--- src/rtl/lsu_pkg.sv ---
// Shared definitions for the LSU data-memory sequencer.
// funct3 size codes, FSM states and the captured request bundle.
package lsu_pkg;

    localparam logic [2:0] LDST_B  = 3'b000;
    localparam logic [2:0] LDST_H  = 3'b001;
    localparam logic [2:0] LDST_W  = 3'b010;
    localparam logic [2:0] LDST_BU = 3'b100;
    localparam logic [2:0] LDST_HU = 3'b101;

    typedef enum logic [1:0] {
        IDLE,
        LOAD_RESP,
        RMW_WRITE,
        RESP
    } state_t;

    typedef struct packed {
        logic [31:0] addr;
        logic [2:0]  size;
        logic [31:0] wd;
        logic        err;
    } lsu_req_t;

    function automatic logic size_valid(input logic [2:0] size);
        return (size == LDST_B)  || (size == LDST_H) ||
               (size == LDST_W)  || (size == LDST_BU) ||
               (size == LDST_HU);
    endfunction

endpackage

--- src/rtl/lsu_align.sv ---
// Byte-lane steering between 32-bit memory words and sub-word accesses.
// Load side extracts and extends a lane; store side merges new data.
module lsu_align
    import lsu_pkg::*;
(
    input  logic [2:0]  size,
    input  logic [1:0]  lane,
    input  logic [31:0] mem_word,
    input  logic [31:0] wd,
    output logic [31:0] ld_data,
    output logic [31:0] st_data
);

    logic [7:0]  byte_sel;
    logic [15:0] half_sel;

    assign byte_sel = mem_word[{lane, 3'b000} +: 8];
    assign half_sel = lane[1] ? mem_word[31:16] : mem_word[15:0];

    always_comb begin
        ld_data = mem_word;
        unique case (size)
            LDST_B:  ld_data = {{24{byte_sel[7]}}, byte_sel};
            LDST_BU: ld_data = {24'h0, byte_sel};
            LDST_H:  ld_data = {{16{half_sel[15]}}, half_sel};
            LDST_HU: ld_data = {16'h0, half_sel};
            default: ld_data = mem_word;
        endcase
    end

    // Only the addressed lane(s) change; the rest of the old word survives.
    always_comb begin
        st_data = mem_word;
        unique case (size[1:0])
            2'b00: st_data[{lane, 3'b000} +: 8] = wd[7:0];
            2'b01: begin
                if (lane[1]) st_data[31:16] = wd[15:0];
                else         st_data[15:0]  = wd[15:0];
            end
            default: st_data = wd;
        endcase
    end

endmodule

--- src/rtl/lsu_mem_ctrl.sv ---
// Load/store sequencer between the core LSU port and a word-only sync-read memory.
// Sub-word stores are performed as read-modify-write; bad accesses never reach memory.
module lsu_mem_ctrl
    import lsu_pkg::*;
#(
    parameter int unsigned MEM_WORDS = 4096
) (
    input  logic        clk_i,
    input  logic        rst_ni,
    input  logic        core_req_i,
    input  logic        core_we_i,
    input  logic [2:0]  core_size_i,
    input  logic [31:0] core_addr_i,
    input  logic [31:0] core_wd_i,
    output logic [31:0] core_rd_o,
    output logic        core_done_o,
    output logic        core_err_o,
    output logic        core_stall_o,
    output logic        mem_req_o,
    output logic        mem_we_o,
    output logic [31:0] mem_addr_o,
    output logic [31:0] mem_wd_o,
    input  logic [31:0] mem_rd_i
);

    localparam logic [31:0] ADDR_LIM = 32'(MEM_WORDS * 4);

    state_t   state_q, state_d;
    lsu_req_t req_q;

    logic        accept;
    logic        req_err;
    logic        is_half;
    logic        is_word;
    logic [31:0] ld_data;
    logic [31:0] st_data;

    assign accept  = (state_q == IDLE) & core_req_i & rst_ni;
    assign is_half = (core_size_i[1:0] == 2'b01);
    assign is_word = (core_size_i == LDST_W);

    assign req_err = !size_valid(core_size_i)
                   | (is_half & core_addr_i[0])
                   | (is_word & (|core_addr_i[1:0]))
                   | (core_addr_i >= ADDR_LIM);

    lsu_align u_align (
        .size     (req_q.size),
        .lane     (req_q.addr[1:0]),
        .mem_word (mem_rd_i),
        .wd       (req_q.wd),
        .ld_data  (ld_data),
        .st_data  (st_data)
    );

    always_ff @(posedge clk_i or negedge rst_ni) begin
        if (!rst_ni) begin
            state_q <= IDLE;
            req_q   <= '0;
        end else begin
            state_q <= state_d;
            if (accept) begin
                req_q <= '{addr: core_addr_i,
                           size: core_size_i,
                           wd:   core_wd_i,
                           err:  req_err};
            end
        end
    end

    always_comb begin
        state_d     = state_q;
        core_rd_o   = '0;
        core_done_o = 1'b0;
        core_err_o  = 1'b0;
        mem_req_o   = 1'b0;
        mem_we_o    = 1'b0;
        mem_addr_o  = '0;
        mem_wd_o    = '0;
        unique case (state_q)
            IDLE: begin
                if (accept) begin
                    if (req_err) begin
                        state_d = RESP;
                    end else begin
                        mem_req_o  = 1'b1;
                        mem_addr_o = {core_addr_i[31:2], 2'b00};
                        if (!core_we_i) begin
                            state_d = LOAD_RESP;
                        end else if (core_size_i[1:0] == 2'b10) begin
                            mem_we_o = 1'b1;
                            mem_wd_o = core_wd_i;
                            state_d  = RESP;
                        end else begin
                            state_d = RMW_WRITE;
                        end
                    end
                end
            end
            LOAD_RESP: begin
                core_done_o = 1'b1;
                core_rd_o   = ld_data;
                state_d     = IDLE;
            end
            // Old word arrives this cycle; write back the merged word.
            RMW_WRITE: begin
                mem_req_o  = 1'b1;
                mem_we_o   = 1'b1;
                mem_addr_o = {req_q.addr[31:2], 2'b00};
                mem_wd_o   = st_data;
                state_d    = RESP;
            end
            RESP: begin
                core_done_o = 1'b1;
                core_err_o  = req_q.err;
                state_d     = IDLE;
            end
            default: state_d = IDLE;
        endcase
    end

    assign core_stall_o = core_req_i & ~core_done_o & rst_ni;

endmodule
--- config.mk ---
export PLATFORM = sky130hd
export DESIGN_NAME = lsu_mem_ctrl
export DESIGN_NICKNAME = d
export VERILOG_FILES = /design/src/rtl/lsu_pkg.sv /design/src/rtl/lsu_align.sv /design/src/rtl/lsu_mem_ctrl.sv
export SDC_FILE = /design/constraint.sdc
export NUM_CORES = 1
export LEC_CHECK = 0
export ABC_AREA = 1
export CORE_AREA = 2 2 133 135
export CTS_BUF_LIST = sky130_fd_sc_hd__clkbuf_8
export DETAILED_ROUTE_END_ITERATION = 8
export DIE_AREA = 0 0 135 137
export GPL_TIMING_DRIVEN = 0
export PLACE_DENSITY_LB_ADDON = 0.12
export SYNTH_ARGS = -nofsm -noshare
export SYNTH_HDL_FRONTEND = slang
export SYNTH_SLANG_ARGS = --single-unit
--- constraint.sdc ---
create_clock -name clk_i -period 3.1 [get_ports clk_i]
set_clock_uncertainty 0.05 [all_clocks]
set_input_delay 0.93 -clock clk_i [delete_from_list [all_inputs] [get_ports clk_i]]
set_output_delay 0.93 -clock clk_i [all_outputs]
set_load 0.02 [all_outputs]
==> flow_summary.yaml, run 1 <==
setup_path:
  end_kind: "output pin"
  worst-setup-path-type: "in2out"
  worst_path_max_delay_cell: "nor2_4"
  critPathMaxStageDelay_ps: 200
  cp_num_cells: 11
  rrSetupSlack_ps: 900
  critical_path_buf_inv_count: 4
  worstPathCellList: "buf_6 -> nor2_4 -> nand2_2 -> nor2_4 -> nand2_2 -> nor2_4 -> buf_8 -> buf_8 -> nand3_2 -> nand2_2 -> buf_6"
  worstRegToRegCells: 11
  worstSetupStartpointType: "input port"
  critPathTopFamily: "simple AND/OR/NAND/NOR gates"
  worstReg2RegStart: "state_q[0]"
  worstReg2RegEnd: "req_q[51]"
  cp.required_ps: 2120
  crit_arrival_ps: 2190
  crit_fanout: 7
timing:
  period_needed_ps: 3170
  tightest_slew_ps: 640
  fin_setup_tns_ps: -1240
  fin_ws_ps: -71.6
  rsz0062_at_grt: "yes"
  max_freq_mhz: 315
  finalSetupViolations: 37
  finalHoldViolations: 0
  holdWs_ps: 425
  finalCritPeriodShare_pct: 102
  slew_headroom_pct: 57.4
  maxSlewViolCount: 0
detailed_routing:
  vias: 8220
  wire_per_inst_um: 19.0
  drcViolationCount: 0
  routed_via_density: 5.26
  drt_iter0_markers: 603
  drt_first_pass_iters: 6
  antenna_left: 0
  wirelength_um: 29700
min_path:
  worst_hold_startpoint: "req_q[54]"
  worstHoldPathCells: 2
  hold_class: "reg2reg"
  min_to: "req_q[54]"
outcome:
  violations: "negative setup slack"
  outcome: "finished, violations left"
clocking:
  hold_buffers: 0
  cts.sinks: 70
  clk_pin_slew_ps: 80
  htree_num_levels: 3
  cts_buffers: 9
  cts_tree: "done"
  root_buffer: "clkbuf_8"
  clk_path_buf_depth: 2
  clk_latency_ps: 350
floorplanning:
  design.core.area_um2: 17100
  rows: 48
  die_h_um: 137
  die_w_um: 135
  initial_utilization_pct: 34.5
  dieArea_um2: 18500
  io_pins: 204
layout:
  utilization_pct: 60.2
  nets: 1441
  n_antenna_cell: 0
  drive_gt1_share_pct: 34.0
  syn_to_final_growth_pct: 74.4
pwr:
  pwr_density_cell_nw_per_um2: 855
  finalPower_mw: 8.77
  p_leak_nw: 5.10
  ir_worst_vdd_mv: 0.396
place:
  place_ws_ps: -1470
  port_buffers: 201
  place.gp.congestion: 0.997
  dp_hpwl_um: 19000
grt:
  grt_pass1_vias: 7855
  grt_antenna_before_repair: 0
  overflow: 0
  grtUsageTotal_pct: 31.7
  grt_max_degree: 24
  grt_pass1_wl_um: 44500
synthesis:
  ys_warn_count: 0
  async_flop_share_pct: 100
  synth_edf_count: 0
  synth_area_um2: 5880
  synth_ff_type: "dfrtp_1"
  synth.avg_cell_area_um2: 5.80
  ys_seq_elements: 70
  synth_cell_type_count: 31
  synth_seq_area_share_pct: 29.8
  syn_inst: 1014
run:
  maxCapViolations: 0
## synth_stat cells (3+ instances only)
cell	n	share of area, %
a21oi_1	56	4.8
buf_1	7	0.45
buf_2	29	2.5
buf_4	5	0.64
buf_6	3	0.57
clkbuf_1	25	1.6
dfrtp_1	70	30
ha_1	5	1.1
inv_1	83	5.3
inv_2	6	0.38
nand2_1	365	23
nand2_2	3	0.32
nand3_1	63	5.4
nand4_1	8	0.85
nor2_1	121	7.7
nor2_2	3	0.32
nor3_1	35	3.0
nor3b_1	8	1.0
o211ai_1	9	1.1
o21ai_0	68	5.8
o21ai_1	30	2.6
or2_2	3	0.32
## logic make-up after synthesis
kind of cell / after synthesis / synth area share (%)
DFF: 70 / 29.8
adders and majority gates: 5 / 1.06
buffers and inverters: 158 / 11.4
and+or+nand+nor: 613 / 43.0
AOI/OAI and AO/OA: 167 / 14.8
other: 1 / 0.0637
## what timing repair did
| item | in CTS | in global routing |
|---|---|---|
| setup buffers | 100 | 9 |
| resized for setup | 733 | 145 |
| hold endpoints to repair | 0 | 0 |
| pin swaps | 73 | 44 |
| endpoints found under the setup margin | 80 | 93 |
| cloned | 9 | 0 |
## worst max-delay path by stage
stage,from,to
final,core_addr_i[19],mem_wd_o[0]
after global routing,core_addr_i[16],mem_wd_o[14]
after CTS,core_addr_i[26],mem_wd_o[0]
after detailed placement,rst_ni,mem_wd_o[21]
after global placement,rst_ni,mem_wd_o[21]
after floorplan,req_q[37],mem_wd_o[17]
## sequential cells by signal, summed over array words and instances, names as in the netlist
| signal | flops |
|---|---|
| state_q | 2 |
| req_q | 68 |
## routing by layer
layer | part of all wire [%] | global-route usage [%]
met1 | 39 | 39.2
met5 | 0 | 0
met2 | 48 | 53.5
met4 | 3.4 | 13.0
met3 | 9.5 | 7.15
## final cells by class
cell class | instances | area (um2)
plain buffers | 67 | 507
clock buffers | 11 | 151
clock inverters | 5 | 50.0
fillers | 1599 | 6790
inverters | 89 | 352
multi-input cells | 787 | 4110
flip-flops and latches | 70 | 1750
well taps | 225 | 282
repair buffers | 309 | 3060
## cell usage in the layout (no fill, tap or decap), types with 21 or more instances in the layout
cell	count
a21oi_1	54
buf_2	41
buf_4	96
buf_6	93
clkdlybuf4s50_1	73
dfrtp_1	68
inv_1	64
inv_2	21
nand2_1	319
nand2_2	46
nand3_1	23
nand3_2	32
nor2_1	108
nor3_1	32
o21ai_0	42
o21ai_1	40
## power by group
| group | switching [mW] | internal, mW |
|---|---|---|
| Combinational | 3.90 | 2.41 |
| Sequential | 0.330 | 1.35 |
| Clock | 0.373 | 0.409 |
## worst register-to-register path: stages (launching register included)
cell and delay, ps:
dfrtp_1 420, inv_2 50, nand2_1 110, nor3_4 70, buf_6 120, buf_16 130, buf_4 130, inv_2 50
buf_2 210, clkbuf_1 480, nand2_1 170, nand2_1 120
## stage by stage
| step | cells | instance area, um2 |
|---|---|---|
| global route | 1563 | 10300 |
| floorplan | 1015 | 5890 |
| CTS | 1565 | 9900 |
| detailed placement | 1442 | 8210 |
| global placement | 1441 | 8180 |
| finish | 1563 | 10300 |
Power figures use the tool's default switching activity.
==> run 2: changes to the inputs <==
--- a/config.mk
+++ b/config.mk
@@ -6,6 +6,7 @@
 export NUM_CORES = 1
 export LEC_CHECK = 0
 export ABC_AREA = 1
+export ABC_CLOCK_PERIOD_IN_PS = 3100
 export CORE_AREA = 2 2 133 135
 export CTS_BUF_LIST = sky130_fd_sc_hd__clkbuf_8
 export DETAILED_ROUTE_END_ITERATION = 8
==> results of run 2 <==
Same layout as run 1: the final DEF is identical, and so are final timing and power.
